<file path="src/rtl/seq_divider_8x4.sv">
// Sequential restoring divider: 8-bit dividend / 4-bit divisor over 8 cycles,
// with a start/busy/done handshake and a divide-by-zero flag.
module seq_divider_8x4 (
    input  logic       clk,
    input  logic       rst,
    input  logic       start,
    input  logic [7:0] A,
    input  logic [3:0] B,
    output logic [7:0] Q,
    output logic [3:0] R,
    output logic       busy,
    output logic       done,
    output logic       dz
);

    typedef enum logic {IDLE, RUN} state_t;

    state_t     state_q, state_d;
    logic [7:0] dq_q, dq_d;
    logic [3:0] rem_q, rem_d;
    logic [3:0] bl_q, bl_d;
    logic [2:0] cnt_q, cnt_d;
    logic [7:0] q_q, q_d;
    logic [3:0] r_q, r_d;
    logic       done_q, done_d;
    logic       dz_q, dz_d;
    logic       pend_q, pend_d;

    logic [4:0] t;
    logic       qbit;
    logic [3:0] rem_sub;
    logic [3:0] rem_nx;
    logic [7:0] dq_nx;

    // One restoring step; the low 4 bits of t-bl are exact because rem < bl.
    always_comb begin
        t       = {rem_q, dq_q[7]};
        qbit    = (t >= {1'b0, bl_q});
        rem_sub = t[3:0] - bl_q;
        rem_nx  = qbit ? rem_sub : t[3:0];
        dq_nx   = {dq_q[6:0], qbit};
    end

    always_comb begin
        state_d = state_q;
        dq_d    = dq_q;
        rem_d   = rem_q;
        bl_d    = bl_q;
        cnt_d   = cnt_q;
        q_d     = q_q;
        r_d     = r_q;
        dz_d    = dz_q;
        done_d  = 1'b0;
        pend_d  = 1'b0;
        case (state_q)
            IDLE: begin
                // A zero divisor is reported one edge after acceptance, without entering RUN.
                if (pend_q) begin
                    q_d    = 8'hFF;
                    r_d    = '0;
                    dz_d   = 1'b1;
                    done_d = 1'b1;
                end else if (start) begin
                    if (B != 4'd0) begin
                        dq_d    = A;
                        rem_d   = '0;
                        bl_d    = B;
                        cnt_d   = '0;
                        dz_d    = 1'b0;
                        state_d = RUN;
                    end else begin
                        pend_d = 1'b1;
                    end
                end
            end
            RUN: begin
                rem_d = rem_nx;
                dq_d  = dq_nx;
                cnt_d = cnt_q + 3'd1;
                if (cnt_q == 3'd7) begin
                    q_d     = dq_nx;
                    r_d     = rem_nx;
                    done_d  = 1'b1;
                    state_d = IDLE;
                end
            end
            default: state_d = IDLE;
        endcase
    end

    always_ff @(posedge clk) begin
        if (rst) begin
            state_q <= IDLE;
            dq_q    <= '0;
            rem_q   <= '0;
            bl_q    <= '0;
            cnt_q   <= '0;
            q_q     <= '0;
            r_q     <= '0;
            done_q  <= 1'b0;
            dz_q    <= 1'b0;
            pend_q  <= 1'b0;
        end else begin
            state_q <= state_d;
            dq_q    <= dq_d;
            rem_q   <= rem_d;
            bl_q    <= bl_d;
            cnt_q   <= cnt_d;
            q_q     <= q_d;
            r_q     <= r_d;
            done_q  <= done_d;
            dz_q    <= dz_d;
            pend_q  <= pend_d;
        end
    end

    assign Q    = q_q;
    assign R    = r_q;
    assign done = done_q;
    assign dz   = dz_q;
    assign busy = (state_q == RUN);

endmodule

</file>
<file path="config.mk">
export PLATFORM = sky130hd
export DESIGN_NAME = seq_divider_8x4
export DESIGN_NICKNAME = d
export VERILOG_FILES = /design/src/rtl/seq_divider_8x4.sv
export SDC_FILE = /design/constraint.sdc
export NUM_CORES = 1
export LEC_CHECK = 0
export ABC_AREA = 1
export CAP_MARGIN = 15
export CELL_PAD_IN_SITES_DETAIL_PLACEMENT = 1
export CELL_PAD_IN_SITES_GLOBAL_PLACEMENT = 1
export CORE_ASPECT_RATIO = 0.6
export CORE_MARGIN = 4
export CORE_UTILIZATION = 39
export CTS_BUF_LIST = sky130_fd_sc_hd__clkbuf_8
export DETAILED_ROUTE_END_ITERATION = 6
export GPL_TIMING_DRIVEN = 1
export PLACE_DENSITY_LB_ADDON = 0.1
export SYNTH_ARGS = -nofsm -noshare
export SYNTH_HDL_FRONTEND = slang
export SYNTH_SLANG_ARGS = --single-unit
</file>
<file path="constraint.sdc">
create_clock -name clk -period 2 [get_ports clk]
set_clock_uncertainty 0.2 [all_clocks]
set_input_delay 0.4 -clock clk [delete_from_list [all_inputs] [get_ports clk]]
set_output_delay 0.4 -clock clk [all_outputs]
set_load 0.005 [all_outputs]
</file>
==> results of run 1 <==
repair_timing:
action / CTS / global route
setup buffers: 0 / 2
endpoints found under the hold margin: 0 / 0
resized for setup: 1 / 3
pin swaps: 0 / 1
setup endpoints to repair: 1 / 8
cloned: 0 / 0
cell families (layout without fill, tap and decap cells):
group	count (synthesis)	count (layout)	synth area share, %
AND/OR/NAND/NOR	79	79	21.8
flip-flops	35	35	43.3
XOR/XNOR	1	1	0.541
AO/OA/AOI/OAI	51	51	17.3
adder cells (fa/ha/maj)	7	7	5.87
buffers and inverters	40	78	11.2
layout make-up:
class	count	area (µm²)
clock buffer	5	68.8
clock inverter	3	12.5
fill	472	1750
inverter	31	125
multi-input combinational	138	744
sequential	35	701
tap	47	58.8
timing repair buffer	39	365
synth_stat cells:
library cell,number,area (µm²)
inv_4,2,12.5
nand3_1,17,85.1
o211ai_2,1,12.5
a21oi_1,18,90.1
clkinv_1,1,3.75
nand2_4,1,11.3
o21ai_1,7,35.0
nand2_1,31,116
clkbuf_1,2,7.51
nand4_1,4,25.0
ha_1,6,75.1
o21ai_0,20,100
a31oi_1,1,6.26
nand4_2,1,12.5
a21oi_2,1,8.76
fa_1,1,20.0
o211a_1,2,20.0
o211ai_1,1,7.51
buf_6,3,33.8
xnor2_1,1,8.76
or2_4,1,8.76
buf_2,3,15.0
inv_1,27,101
nor2_1,22,82.6
buf_1,1,3.75
nor3_1,1,5.00
inv_2,1,3.75
nand2_2,1,6.26
dfxtp_1,35,701
sequential cells by signal, indices dropped and copies added (netlist names), 3 cells and up:
name	count
bl_q	4
dq_q	8
rem_q	4
R	4
cnt_q	3
Q	8
final timing paths:
kind,slack (ns),depth (start not counted),endpoint,from
hold reg to reg,0.27,2,bl_q[2]$_SDFFE_PP0P_,bl_q[2]$_SDFFE_PP0P_
hold / removal,0.27,2,bl_q[2]$_SDFFE_PP0P_,bl_q[2]$_SDFFE_PP0P_
setup reg to reg,0.13,9,R[1]$_SDFFE_PP0P_,rem_q[1]$_SDFFE_PP0P_
setup / recovery,0.10,1,busy,busy$_SDFF_PP0_
per-layer routing:
metal | wire (µm) | share of wire [%] | GRT usage [%]
met2 | 1990 | 44 | 29.4
met5 | 0 | 0 | 0
met4 | 51 | 1.1 | 7.30
met3 | 223 | 4.9 | 5.32
met1 | 2260 | 50 | 25.3
power groups by stage:
stage | combinational (mW) | sequential [mW] | clock (mW)
2_1_floorplan | 0.249 | 0.802 | 0
3_3_place_gp | 0.392 | 0.805 | 0
3_5_place_dp | 0.412 | 0.809 | 0
4_1_cts | 0.415 | 0.794 | 0.499
5_1_grt | 0.478 | 0.802 | 0.532
6_report | 0.423 | 0.795 | 0.486
stage by stage:
step | cells | power (mW) | area, µm²
6_report | 298 | 1.70 | 2080
5_1_grt | 298 | 1.81 | 2080
2_1_floorplan | 213 | 1.05 | 1620
3_3_place_gp | 288 | 1.20 | 1970
3_5_place_dp | 288 | 1.22 | 1970
4_1_cts | 296 | 1.71 | 2050
==> out/results.txt, run 1 <==
Status = complete, no violations
Sink Count = 35
Initial antenna violation count = 0
First-pass GRT wire length = 7680 µm
CP Capture Type = output port
GRT Util Overall = 19.0%
Inserted Diodes = 0
Post-DR wirelength/cell = 15.2 µm
Flop pwr share = 46.6%
Power per cell area = 821 nW/µm²
Final WS setup = 0.103 ns
Die footprint = 5280 µm²
Die width = 91.2 µm
CP max FO = 5
Number of remaining DRC errors = 0
Clock buffer count from CTS = 5
Sw frac = 30.6%
Total Neg Setup Slack = 0 ns
CTS max path bufs = 2
Insertion delay to the later sink of the worst-skew pair = 0.29 ns
Root buf cell = clkbuf_8
Syn nets = 235
Vias in the first global route = 1,545
Max-cap viol count = 0
Chip height = 57.9 µm
Commonest non-fill, non-tap cells in the layout = dfxtp_1 (35), nand2_1 (31), inv_1 (29), clkdlybuf4s50_1 (29), nor2_1 (22)
Port bufs = 29
Buf/Inv on CP = 1
Hold Buf Count CTS = 0
WHS = 0.272 ns
TritonCTS clock tree = yes
Routed vias/inst = 4.99
Pleak = 0.999 nW
Combinational power share = 24.8%
Worst slew pin tran = 0.287 ns
Synth warn = 0
Avg Cell Area, Syn = 7.60 µm²
Final core occ = 54.2%
Worst slew margin = 80.8%
Min-Delay Path Class = flop to flop
CP arrival = 1.30 ns
CP max-delay cell = clkdlybuf4s50_1
Detail Route Antenna Nets = 0
Nets = 272
Cell internal pwr = 1.18 mW
Crit-path cells = clkdlybuf4s50_1
Core area = 3830 µm²
HPWL after detailed placement = 3340 µm
Synth-to-Final Area Change = 28.2%
Sw power = 521 µW
Maximum VDD drop = 0.000367 V
Worst Path Required = 1.40 ns
Syn Inst Count = 213
Initial DRC count = 70
Remaining Overflow, GRT = 0
Part of the power in the clock network = 28.5%
CP Launch Type = flop
Commonest non-fill, non-tap cell in the layout = dfxtp_1
Share of cells above drive strength 1 = 11.2%
H-tree levels = 2
Seq cells post-synth = 35
Clk slew on worst S/H paths = 0.07 ns
Final wirelength = 4520 µm
Crit path kind = flop to output port
Period utilization = 94.9%
Seq/Total Area, Yosys = 43.3%
Synth cell types = 29
Row Count = 17
Initial Util = 42.3%
Max Fclk = 0.527 GHz
Pre-CTS setup slack = -0.117 ns
First drt pass iteration count = 4
CP peak stage delay = 0.55 ns
CP delay by family, top = buffers and inverters
Final hold vios = 0
GP Congestion = 0.816
Ports = 30
Post-Syn Area = 1620 µm²
Fin crit period = 1.90 ns
# setup viols final = 0
Largest net degree at the start of global routing = 25
Max Slew Vio Count = 0
Vias = 1,487
(Power assumes the default switching activity.)
==> run 2, diff against run 1 <==
--- a/config.mk
+++ b/config.mk
@@ -16,6 +16,7 @@
 export DETAILED_ROUTE_END_ITERATION = 6
 export GPL_TIMING_DRIVEN = 1
 export PLACE_DENSITY_LB_ADDON = 0.1
+export SKIP_CTS_REPAIR_TIMING = 1
 export SYNTH_ARGS = -nofsm -noshare
 export SYNTH_HDL_FRONTEND = slang
 export SYNTH_SLANG_ARGS = --single-unit
==> results of run 2 <==
The final DEF is identical to that of run 1; final timing and power are the same.
==> run 3, diff against run 2 <==
--- a/config.mk
+++ b/config.mk
@@ -6,11 +6,11 @@
 export NUM_CORES = 1
 export LEC_CHECK = 0
 export ABC_AREA = 1
-export CAP_MARGIN = 15
+export CAP_MARGIN = 25
 export CELL_PAD_IN_SITES_DETAIL_PLACEMENT = 1
 export CELL_PAD_IN_SITES_GLOBAL_PLACEMENT = 1
 export CORE_ASPECT_RATIO = 0.6
-export CORE_MARGIN = 4
+export CORE_MARGIN = 5
 export CORE_UTILIZATION = 39
 export CTS_BUF_LIST = sky130_fd_sc_hd__clkbuf_8
 export DETAILED_ROUTE_END_ITERATION = 6
==> run 3 against run 2 <==
  * Non-clock buffer count is 3 lower
  * Cell count unchanged
  * Power rose by 9.7%
  * Register-to-register slack about the same
  * First-iteration DRC count is the same
  * Combinational power is 3% lower
  * Via count grew 1.9%
  * Largest power group unchanged
  * Fmax shrank 0.57%
  * Design area up 0.30%
==> out/results.txt, run 3 (synthesized netlist as in run 1, its figures left out) <==
Status = complete, no violations
Share of cells above drive strength 1 = 9.68%
Initial Util = 39.9%
Root buf cell = clkbuf_8
Commonest non-fill, non-tap cell in the layout = dfxtp_1
First-pass GRT wire length = 7430 µm
Buf/Inv on CP = 1
Post-DR wirelength/cell = 14.8 µm
Commonest non-fill, non-tap cells in the layout = dfxtp_1 (35), nand2_1 (31), clkdlybuf4s50_1 (29)
Insertion delay to the later sink of the worst-skew pair = 0.29 ns
Worst slew pin tran = 0.304 ns
Die footprint = 5580 µm²
Power per cell area = 897 nW/µm²
Clk slew on worst S/H paths = 0.07 ns
Initial antenna violation count = 0
First drt pass iteration count = 4
# fillers = 511
Fin cells = 298
Pre-CTS setup slack = -0.141 ns
Vias = 1,515
Worst Path Required = 1.40 ns
Max-cap viol count = 0
Core area = 4050 µm²
CTS max path bufs = 2
CP arrival = 1.31 ns
Crit-path cells = clkdlybuf4s50_1
Port bufs = 29
Initial DRC count = 70
CP max FO = 5
Synth-to-Final Area Change = 28.6%
Clock buffer count from CTS = 5
HPWL after detailed placement = 3330 µm
Chip height = 59.9 µm
Die width = 93.2 µm
Crit path kind = flop to output port
Total Neg Setup Slack = 0 ns
Final WS setup = 0.0917 ns
CP delay by family, top = buffers and inverters
Detail Route Antenna Nets = 0
Number of remaining DRC errors = 0
Vias in the first global route = 1,531
CP Capture Type = output port
Min-Delay Path Class = flop to flop
CP peak stage delay = 0.55 ns
CP max-delay cell = clkdlybuf4s50_1
Max Fclk = 0.524 GHz
Period utilization = 95.4%
CP Launch Type = flop
Maximum VDD drop = 0.000502 V
Final hold vios = 0
# setup viols final = 0
Fin crit period = 1.91 ns
Largest net degree at the start of global routing = 25
Ports = 30
GRT Util Overall = 17.8%
DP Cell Count = 290
H-tree levels = 2
Row Count = 18
Nets = 269
Pleak = 0.997 nW
Inserted Diodes = 0
RSZ-0062 raised after global routing = false
Max Slew Vio Count = 0
Final wirelength = 4420 µm
Sink Count = 35
Routed vias/inst = 5.08
GP Congestion = 0.833
Remaining Overflow, GRT = 0
Final core occ = 51.4%
Worst slew margin = 79.7%
TritonCTS clock tree = yes
[run 3: cell count changes in the layout (fill, tap and decap cells not counted), sizes merged]
cell	previous run	this run
buf	10	7
bufinv	0	1
clkbuf	5	6
clkinv	1	2
clkinvlp	1	0
inv	32	30
[run 3: path summary, 6_finish.rpt]
check,from,to,slack (ns),cells after the start
setup / recovery,busy$_SDFF_PP0_,busy,0.09,1
hold / removal,cnt_q[1]$_SDFFE_PP0P_,cnt_q[1]$_SDFFE_PP0P_,0.28,2
setup reg to reg,bl_q[2]$_SDFFE_PP0P_,R[1]$_SDFFE_PP0P_,0.14,10
hold reg to reg,cnt_q[1]$_SDFFE_PP0P_,cnt_q[1]$_SDFFE_PP0P_,0.28,2
[run 3: routing by layer]
metal / wire length, µm / up-vias / track usage, %
met5: 0 / - / 0
met4: 80 / 0 / 8.14
met3: 173 / 5 / 5.28
met2: 1990 / 33 / 28.0
met1: 2180 / 710 / 22.7
li1: - / 767 / -
[run 3: where the power goes]
group | switching (mW) | total (mW) | internal (mW)
registers | 0.0358 | 0.794 | 0.758
clock network | 0.261 | 0.665 | 0.403
logic | 0.229 | 0.410 | 0.181
total | 0.526 | 1.87 | 1.34
[run 3: layout make-up]
type	count	area (µm²)	share of cell area [%]
Clock buffer	6	82.6	3.97
Timing Repair Buffer	36	343	16.5
Clock inverter	2	35.0	1.68
Sequential cell	35	701	33.7
Tap cell	50	62.6	3.00
Multi-Input combinational cell	138	737	35.4
Inverter	31	121	5.83
[run 3: through the flow]
stage               area, µm²  total power [mW]  hold WS (ns)
detailed placement       1960              1.22         0.272
finish                   2080              1.87         0.278
global placement         1960              1.20         0.260
CTS                      2080              1.90         0.284
global route             2080              1.99         0.303
floorplan                1620              1.05         0.233
